[src/rtl/iir_pkg.sv]
// Shared constants and FSM state encoding for the first-order inverse IIR filter.
package iir_pkg;

  // Q-format description: Q1.15 samples, Q4.12 coefficients.
  localparam int FRAC_IN    = 15;
  localparam int FRAC_COEF  = 12;
  localparam int SAMPLE_W   = FRAC_IN + 1;
  localparam int ROUND_K    = 1 << (FRAC_COEF - 1);

  localparam int SAMPLE_MAX = 32767;
  localparam int SAMPLE_MIN = -32768;

  // Three-step MAC sequence around a single shared multiplier.
  typedef enum logic [2:0] {
    ST_IDLE = 3'd0,
    ST_M0   = 3'd1,
    ST_M1   = 3'd2,
    ST_M2   = 3'd3,
    ST_HOLD = 3'd4
  } state_t;

endpackage

[src/rtl/sat_round_shift.sv]
// Combinational round-half-up, arithmetic shift by FRAC_COEF and 16-bit saturation.
module sat_round_shift
  import iir_pkg::*;
#(
  parameter int ACC_W = 36
) (
  input  logic signed [ACC_W-1:0]    i_acc,
  output logic signed [SAMPLE_W-1:0] o_data,
  output logic                       o_clamp
);

  localparam logic signed [ACC_W-1:0] K_ROUND = ACC_W'(ROUND_K);
  localparam logic signed [ACC_W-1:0] K_MAX   = ACC_W'(SAMPLE_MAX);
  localparam logic signed [ACC_W-1:0] K_MIN   = ACC_W'(SAMPLE_MIN);

  logic signed [ACC_W-1:0] w_rounded;
  logic signed [ACC_W-1:0] w_shifted;
  logic                    w_over;
  logic                    w_under;

  // The accumulator is at least two bits wider than the worst-case sum, so the
  // rounding constant can be added without any chance of wrapping.
  assign w_rounded = i_acc + K_ROUND;
  assign w_shifted = w_rounded >>> FRAC_COEF;
  assign w_over    = (w_shifted > K_MAX);
  assign w_under   = (w_shifted < K_MIN);

  // Clamp to the Q1.15 range and flag when clamping happened.
  always_comb begin
    // NOTE: every output gets a default first so no path can leave it unassigned and infer a latch.
    o_data  = w_shifted[SAMPLE_W-1:0];
    o_clamp = w_over | w_under;
    if (w_over) begin
      o_data = SAMPLE_W'(SAMPLE_MAX);
    end else if (w_under) begin
      o_data = SAMPLE_W'(SAMPLE_MIN);
    end
  end

endmodule

[src/rtl/iir1_inverse_serial.sv]
// First-order inverse IIR: x[n] = sat16((G0*y[n] + G1*y[n-1] - H1*x[n-1] + 2^11) >>> 12),
// evaluated over three cycles on one shared 16x16 signed multiplier.
module iir1_inverse_serial
  import iir_pkg::*;
#(
  parameter logic signed [15:0] G0    = 16'sh1000,
  parameter logic signed [15:0] G1    = 16'sh0C00,
  parameter logic signed [15:0] H1    = 16'sh0800,
  parameter int                 ACC_W = 36
) (
  input  logic               CLK,
  input  logic               RESET,
  input  logic signed [15:0] Data_IN,
  input  logic               In_Valid,
  output logic               In_Ready,
  output logic signed [15:0] Data_OUT,
  output logic               Out_Valid,
  input  logic               Out_Ready,
  input  logic               Clear_Sat,
  output logic               Sat_Flag
);

  state_t                  r_state;
  state_t                  w_next_state;

  logic signed [15:0]      r_y_cur;
  logic signed [15:0]      r_y1;
  logic signed [15:0]      r_x1;
  logic signed [ACC_W-1:0] r_acc;
  logic signed [15:0]      r_data_out;
  logic                    r_sat_flag;

  logic signed [15:0]      w_coef;
  logic signed [15:0]      w_operand;
  logic signed [31:0]      w_prod;
  logic signed [ACC_W-1:0] w_prod_ext;
  logic signed [ACC_W-1:0] w_r;
  logic signed [15:0]      w_sat;
  logic                    w_clamp;

  // State register.
  always_ff @(posedge CLK) begin
    // NOTE: sequential state uses non-blocking assignments so every flop samples pre-edge values.
    if (RESET) begin
      r_state <= ST_IDLE;
    end else begin
      r_state <= w_next_state;
    end
  end

  // Next-state logic: accept in IDLE, three MAC steps, hold until the consumer takes the result.
  always_comb begin
    w_next_state = r_state;
    unique case (r_state)
      ST_IDLE: if (In_Valid) w_next_state = ST_M0;
      ST_M0:   w_next_state = ST_M1;
      ST_M1:   w_next_state = ST_M2;
      ST_M2:   w_next_state = ST_HOLD;
      ST_HOLD: if (Out_Ready) w_next_state = ST_IDLE;
      default: w_next_state = ST_IDLE;
    endcase
  end

  // Handshake outputs decoded from the registered state only (no path from Out_Ready to In_Ready).
  always_comb begin
    In_Ready  = (r_state == ST_IDLE);
    Out_Valid = (r_state == ST_HOLD);
  end

  // Operand select for the shared multiplier.
  always_comb begin
    w_coef    = G0;
    w_operand = r_y_cur;
    unique case (r_state)
      ST_M1: begin
        w_coef    = G1;
        w_operand = r_y1;
      end
      ST_M2: begin
        w_coef    = H1;
        w_operand = r_x1;
      end
      default: ;
    endcase
  end

  assign w_prod     = 32'(w_coef) * 32'(w_operand);
  assign w_prod_ext = ACC_W'(w_prod);
  assign w_r        = r_acc - w_prod_ext;

  sat_round_shift #(
    .ACC_W (ACC_W)
  ) u_sat (
    .i_acc   (w_r),
    .o_data  (w_sat),
    .o_clamp (w_clamp)
  );

  // Datapath: input latch, accumulation, and result/history update in M2.
  always_ff @(posedge CLK) begin
    // NOTE: filter history is reset explicitly so a reset discards both the in-flight sample and the past.
    if (RESET) begin
      r_y_cur    <= '0;
      r_y1       <= '0;
      r_x1       <= '0;
      r_acc      <= '0;
      r_data_out <= '0;
    end else begin
      unique case (r_state)
        ST_IDLE: if (In_Valid) r_y_cur <= Data_IN;
        ST_M0:   r_acc <= w_prod_ext;
        ST_M1:   r_acc <= r_acc + w_prod_ext;
        ST_M2: begin
          r_data_out <= w_sat;
          r_x1       <= w_sat;
          r_y1       <= r_y_cur;
        end
        default: ;
      endcase
    end
  end

  // Sticky saturation flag; a clamp in M2 wins over a simultaneous clear.
  always_ff @(posedge CLK) begin
    if (RESET) begin
      r_sat_flag <= 1'b0;
    end else if ((r_state == ST_M2) && w_clamp) begin
      r_sat_flag <= 1'b1;
    end else if (Clear_Sat) begin
      r_sat_flag <= 1'b0;
    end
  end

  assign Data_OUT = r_data_out;
  assign Sat_Flag = r_sat_flag;

endmodule

[config.mk]
export PLATFORM = sky130hd
export DESIGN_NAME = iir1_inverse_serial
export DESIGN_NICKNAME = d
export VERILOG_FILES = /design/src/rtl/iir_pkg.sv /design/src/rtl/sat_round_shift.sv /design/src/rtl/iir1_inverse_serial.sv
export SDC_FILE = /design/constraint.sdc
export NUM_CORES = 1
export LEC_CHECK = 0
export BUFFER_PORTS_ARGS = -buffer_cell sky130_fd_sc_hd__buf_2
export CORE_AREA = 8 8 130 132
export DETAILED_ROUTE_END_ITERATION = 6
export DIE_AREA = 0 0 138 140
export GPL_ROUTABILITY_DRIVEN = 0
export PLACE_DENSITY = 0.72
export SYNTH_ARGS = -nofsm -noshare
export SYNTH_HDL_FRONTEND = slang
export SYNTH_HIERARCHICAL = 1
export SYNTH_SLANG_ARGS = --single-unit
[constraint.sdc]
create_clock -name CLK -period 22.8 [get_ports CLK]
set_input_delay 3.42 -clock CLK [delete_from_list [all_inputs] [get_ports CLK]]
set_output_delay 3.42 -clock CLK [all_outputs]
set_load 0.01 [all_outputs]
==> results.sh, run 1 <==
export IMPL_status="finished clean"
export IMPL_yosysWarnings=6
export IMPL_antenna_left=0
export IMPL_cp_slowest_cell="o41a_1"
export IMPL_clkLatencyLatePin_ns=0.35
export IMPL_numPortBuffers=39
export IMPL_critPathArrivalTime_ns=9.30
export IMPL_via_count=6962
export IMPL_setup_viol=0
export IMPL_critPathMaxStageDelay_ns=0.69
export IMPL_dieArea_um2=19300
export IMPL_avgRoutedWirePerCell_um=15.0
export IMPL_grt_usage=0.187
export IMPL_nets=1184
export IMPL_critPathMaxFanout=43
export IMPL_clock_path_buffers=2
export IMPL_clock_skew_ns=0.00699
export IMPL_io_pin_count=40
export IMPL_grt_pass1_vias=6491
export IMPL_cts_hold_buffers=0
export IMPL_synth_net_count=1189
export IMPL_path_buf_inv=4
export IMPL_cp_common_cell="ha_1"
export IMPL_avgSynthCellArea_um2=7.80
export IMPL_core_area_um2=14900
export IMPL_die_x_um=138
export IMPL_synthToLayoutAreaGrowth_pct=6.65
export IMPL_die_height_um=140
export IMPL_root_buffer="clkbuf_16"
export IMPL_post_route_util=0.572
export IMPL_fmaxAchievable_mhz=110
export IMPL_grt_pass1_wl_mm=30.8
export IMPL_drv_slew=0
export IMPL_grt_max_degree=81
export IMPL_cap_violations=0
export IMPL_n_antenna_cell=0
export IMPL_total_power_mw=0.658
export IMPL_cts_buffers=9
export IMPL_synth_area_um2=7970
export IMPL_synth_cells=1022
export IMPL_p_per_area_nw_per_um2=77.4
export IMPL_maxSlewHeadroom=0.177
export IMPL_cp_top_family="compound AO/OA/AOI/OAI gates"
export IMPL_wl_mm=18.1
export IMPL_cts_tree="done"
export IMPL_grt_overflow_total=0
export IMPL_rsz0062_at_grt="false"
export IMPL_drc=0
export IMPL_post_cts_buffers=0
export IMPL_worstMarginPinSlew_ns=1.23
export IMPL_rows=45
export IMPL_final_setup_tns_ns=0
export IMPL_cts_resized_gates=0
export IMPL_hold_viol_final=0
export IMPL_leakage_nw=4.02
export IMPL_end_kind="flip-flop"
export IMPL_drive_gt1_frac=0.0814
export IMPL_critical_path_class="flip-flop to flip-flop"
export IMPL_hpwl_mm=13.6
export IMPL_cp_required_ns=22.99
export IMPL_initialDrtViolationCount=438
export IMPL_clock_sinks=78
export IMPL_clk_pin_slew_ns=0.06
export IMPL_dr_pass1_iters=5
export IMPL_ir_worst_vdd_mv=0.0592
export IMPL_min_period_over_period=0.400
export IMPL_start_util=0.536
export IMPL_worstSetupStartpointType="flip-flop"
export IMPL_antenna_found_initial=0
export IMPL_min_period_ns=9.11
export IMPL_drt_vias_per_instance=5.76
export IMPL_h_tree_depth=3
export IMPL_hold_path_class="flip-flop to flip-flop"
## cells in the final DEF, fill, tap and decap left out, drive strengths merged, types with 4 or more instances in the layout
cell type and n:
o22ai 5, nor3 18, o21ai 47, and2 27, nor2 56, nand2b 8, nand3 15, nand4 9
a21oi 102, a311oi 7, dfxtp 78, or4 6, nor4 6, xnor2 54, and3 10, a22oi 5
or3 4, a211oi 11, nor2b 5, o21bai 15, nand2 160, buf 46, mux2i 16, inv 43
o21a 6, xor2 37, a21o 14, o211ai 4, a2111oi 5, and4 5, o31ai 5, ha 144
clkbuf 10, a31oi 9
## per-stage QoR
| stage | area [µm²] | instances | hold slack, ns | setup WS, ns |
|---|---|---|---|---|
| after CTS | 8500 | 1208 | 0.457 | 13.83 |
| after global routing | 8500 | 1208 | 0.479 | 12.98 |
| after floorplan | 7970 | 1022 | 0.437 | 14.29 |
| after detailed placement | 8220 | 1194 | 0.449 | 13.90 |
| after global placement | 8220 | 1194 | 0.446 | 13.93 |
| final | 8500 | 1208 | 0.461 | 13.69 |
## worst register-to-register path: cells and delay by family (launching register included)
kind	cells	cell delay, ns
compound gates	14	3.44
xor+xnor	4	0.99
fa+ha+maj	6	2.04
buf+inv	4	1.01
flops	1	0.56
simple gates	6	0.95
## sequential cells by signal, summed over array words and instances, names as in the netlist
register  flops
r_state       3
r_y1         16
Sat_Flag      1
r_y_cur      16
r_acc        26
Data_OUT     16
## cell type report
type | count | area [µm²]
Multi-Input combinational cell | 839 | 6010
Fill cell | 1439 | 6360
Tap cell | 188 | 235
Inverter | 43 | 161
Timing Repair Buffer | 46 | 248
Sequential cell | 78 | 1560
Clock inverter | 4 | 48.8
Clock buffer | 10 | 239
## report_power, final
part | total (mW) | internal (mW) | switching, mW
registers | 0.157 | 0.147 | 0.00998
logic | 0.356 | 0.134 | 0.222
clock network | 0.145 | 0.0864 | 0.0589
total | 0.658 | 0.367 | 0.291
## final timing paths
path / from / slack [ns] / cells after the start / to
worst max register to register: r_state[0] / 13.69 / 34 / Data_OUT[1]
worst min register to register: r_y1[0] / 0.46 / 2 / r_y1[0]
worst max-delay path: r_state[0] / 13.69 / 34 / Data_OUT[1]
worst min-delay path: r_y1[0] / 0.46 / 2 / r_y1[0]
## metal layers
metal  share of wire  track usage  vias to the layer above  wire length [µm]
li1                -            -                     3559                 -
met1            0.46        0.227                     3265              8310
met2            0.49        0.332                      119              8950
met3           0.036       0.0301                       19               647
met4           0.013       0.0532                        0               240
met5               0            0                        -                 0
No activity file was read; power rests on OpenSTA's default activity.
==> run 2, diff against run 1 <==
--- a/config.mk
+++ b/config.mk
@@ -10,7 +10,7 @@
 export DETAILED_ROUTE_END_ITERATION = 6
 export DIE_AREA = 0 0 138 140
 export GPL_ROUTABILITY_DRIVEN = 0
-export PLACE_DENSITY = 0.72
+export PLACE_DENSITY = 0.74
 export SYNTH_ARGS = -nofsm -noshare
 export SYNTH_HDL_FRONTEND = slang
 export SYNTH_HIERARCHICAL = 1
==> constraint.sdc (replaced) <==
create_clock -name CLK -period 7.95 [get_ports CLK]
set_input_delay 1.1925 -clock CLK [delete_from_list [all_inputs] [get_ports CLK]]
set_output_delay 1.1925 -clock CLK [all_outputs]
set_load 0.01 [all_outputs]
==> run 2 against run 1 <==
  * Clock skew rose by 0.0016 ns
  * Sequential share of layout area fell by 1.1 points
  * Fmax rose by 19%
  * Final area rose by 6.6%
  * Power rose to 3.2 times the previous value
  * Wire length rose by 8.5%
  * Via count rose by 3.0%
  * Register-to-register slack got worse by 13 ns
  * Sequential power rose to 2.9 times the previous value
  * Critical path type unchanged
  * Largest power group unchanged
==> results.sh, run 2 (same netlist as run 1, synthesis figures left out) <==
export IMPL_status="finished clean"
export IMPL_nets=1221
export IMPL_die_x_um=138
export IMPL_critical_path_class="flip-flop to flip-flop"
export IMPL_sw_frac_of_total=0.427
export IMPL_die_height_um=140
export IMPL_end_kind="flip-flop"
export IMPL_min_period_ns=7.65
export IMPL_io_pin_count=40
export IMPL_hold_viol_final=0
export IMPL_start_util=0.536
export IMPL_cts_buffers=9
export IMPL_p_seq_frac=0.213
export IMPL_core_area_um2=14900
export IMPL_critPathMaxFanout=14
export IMPL_drv_slew=0
export IMPL_regMostFlops="r_acc"
export IMPL_root_buffer="clkbuf_16"
export IMPL_mostFrequentLayoutCell="nand2_1"
export IMPL_clkLatencyLatePin_ns=0.36
export IMPL_drt_vias_per_instance=5.75
export IMPL_preCtsSetupSlack_ns=-0.285
export IMPL_layout_setup_ws_ns=0.296
export IMPL_final_cell_mix="159 x nand2_1, 138 x ha_1, 98 x a21oi_1, 77 x dfxtp_1, 54 x nor2_1"
export IMPL_fillers=1343
export IMPL_via_count=7174
export IMPL_worstSetupStartpointType="flip-flop"
export IMPL_internal_power_mw=1.21
export IMPL_drive_gt1_frac=0.144
export IMPL_post_route_util=0.610
export IMPL_maxSlewHeadroom=0.362
export IMPL_largest_reg_flops=26
export IMPL_p_per_area_nw_per_um2=234
export IMPL_drc=0
export IMPL_worstMarginPinSlew_ns=0.953
export IMPL_rows=45
export IMPL_antenna_left=0
export IMPL_regArea_um2=1570
export IMPL_switchingPower_mw=0.906
export IMPL_setup_viol=0
export IMPL_cts_tree="done"
export IMPL_clk_pin_slew_ns=0.06
export IMPL_grt_overflow_total=0
export IMPL_grt_pass1_wl_mm=32.0
export IMPL_critPathMaxStageDelay_ns=0.58
export IMPL_stdcell_count=1247
export IMPL_hold_path_class="flip-flop to flip-flop"
export IMPL_initialDrtViolationCount=351
export IMPL_synthToLayoutAreaGrowth_pct=13.7
export IMPL_wl_mm=19.7
export IMPL_dieArea_um2=19300
export IMPL_antenna_found_initial=0
export IMPL_grt_pass1_vias=6706
export IMPL_final_setup_tns_ns=0
export IMPL_ir_worst_vdd_mv=0.173
export IMPL_dr_pass1_iters=5
export IMPL_cap_violations=0
export IMPL_critPathArrivalTime_ns=7.86
export IMPL_clock_sinks=78
export IMPL_place_inst=1224
export IMPL_n_antenna_cell=0
export IMPL_cp_common_cell="ha_1"
export IMPL_grt_usage=0.194
export IMPL_cts_hold_buffers=0
export IMPL_fmaxAchievable_mhz=131
export IMPL_leakage_nw=4.25
export IMPL_avgRoutedWirePerCell_um=15.8
export IMPL_total_power_mw=2.12
export IMPL_hpwl_mm=14.5
export IMPL_grt_max_degree=81
export IMPL_multi_input_area_um2=6240
export IMPL_min_period_over_period=0.963
export IMPL_comb_power_share=0.570
export IMPL_numPortBuffers=39
export IMPL_clkPwrFrac=0.217
export IMPL_clock_skew_ns=0.00862
export IMPL_cp_slowest_cell="or4_4"
export IMPL_cp_required_ns=8.16
export IMPL_h_tree_depth=3
export IMPL_clock_path_buffers=2
run 2: changes by cell type in the layout (fill, tap and decap cells not counted), sizes merged:
| cell | before | now |
|---|---|---|
| clkinv | 3 | 2 |
| clkinvlp | 0 | 1 |
| inv | 43 | 44 |
| buf | 46 | 83 |
| bufinv | 1 | 2 |
run 2: path summary, 6_finish.rpt:
check                           startpoint       end  slack (ns)  cells after the start
worst max-delay path            r_state[2]  Sat_Flag        0.30                     33
worst min-delay path               r_y1[0]   r_y1[0]        0.47                      2
worst max register to register  r_state[2]  Sat_Flag        0.30                     33
worst min register to register     r_y1[0]   r_y1[0]        0.47                      2
run 2: final cells by class:
class / count / share of cell area
Clock buffer: 10 / 0.0252
Clock inverter: 6 / 0.0103
Inverter: 43 / 0.0178
Multi-Input combinational cell: 839 / 0.688
Sequential cell: 78 / 0.173
Tap cell: 188 / 0.0259
Timing Repair Buffer: 83 / 0.0600
run 2: timing repair:
item,CTS,global route
endpoints found under the setup margin,16,17
pin swaps,4,15
setup buffers,3,4
gates resized for setup,7,43
cloned,0,0
run 2: per-stage QoR:
stage | hold slack (ns) | area (µm²)
2_1_floorplan | 0.437 | 8000
3_3_place_gp | 0.457 | 8450
3_5_place_dp | 0.459 | 8450
4_1_cts | 0.469 | 8820
5_1_grt | 0.491 | 9070
6_report | 0.468 | 9070
run 2: metal layers:
layer,track usage,vias to the layer above,wire length (µm)
met3,0.0365,26,790
met2,0.343,148,9850
met5,0,-,0
met4,0.0589,0,324
met1,0.233,3374,8730
li1,-,3626,-
run 2: worst max-delay path: cells and delay by family (launching register included):
kind,cells,cell delay [ns]
DFF,1,0.31
buffers and inverters,1,0.15
and+or+nand+nor,11,2.63
adders and majority gates,8,2.23
muxes,1,0.28
xor gates and xnor gates,2,0.31
AOI/OAI and AO/OA,10,1.59
run 2: power by group through the flow:
stage / Clock, mW / Combinational [mW] / Sequential (mW)
after floorplan: 0 / 0.821 / 0.452
after global placement: 0 / 1.07 / 0.458
after detailed placement: 0 / 1.08 / 0.459
after CTS: 0.466 / 1.11 / 0.450
after global routing: 0.480 / 1.33 / 0.455
final: 0.460 / 1.21 / 0.451
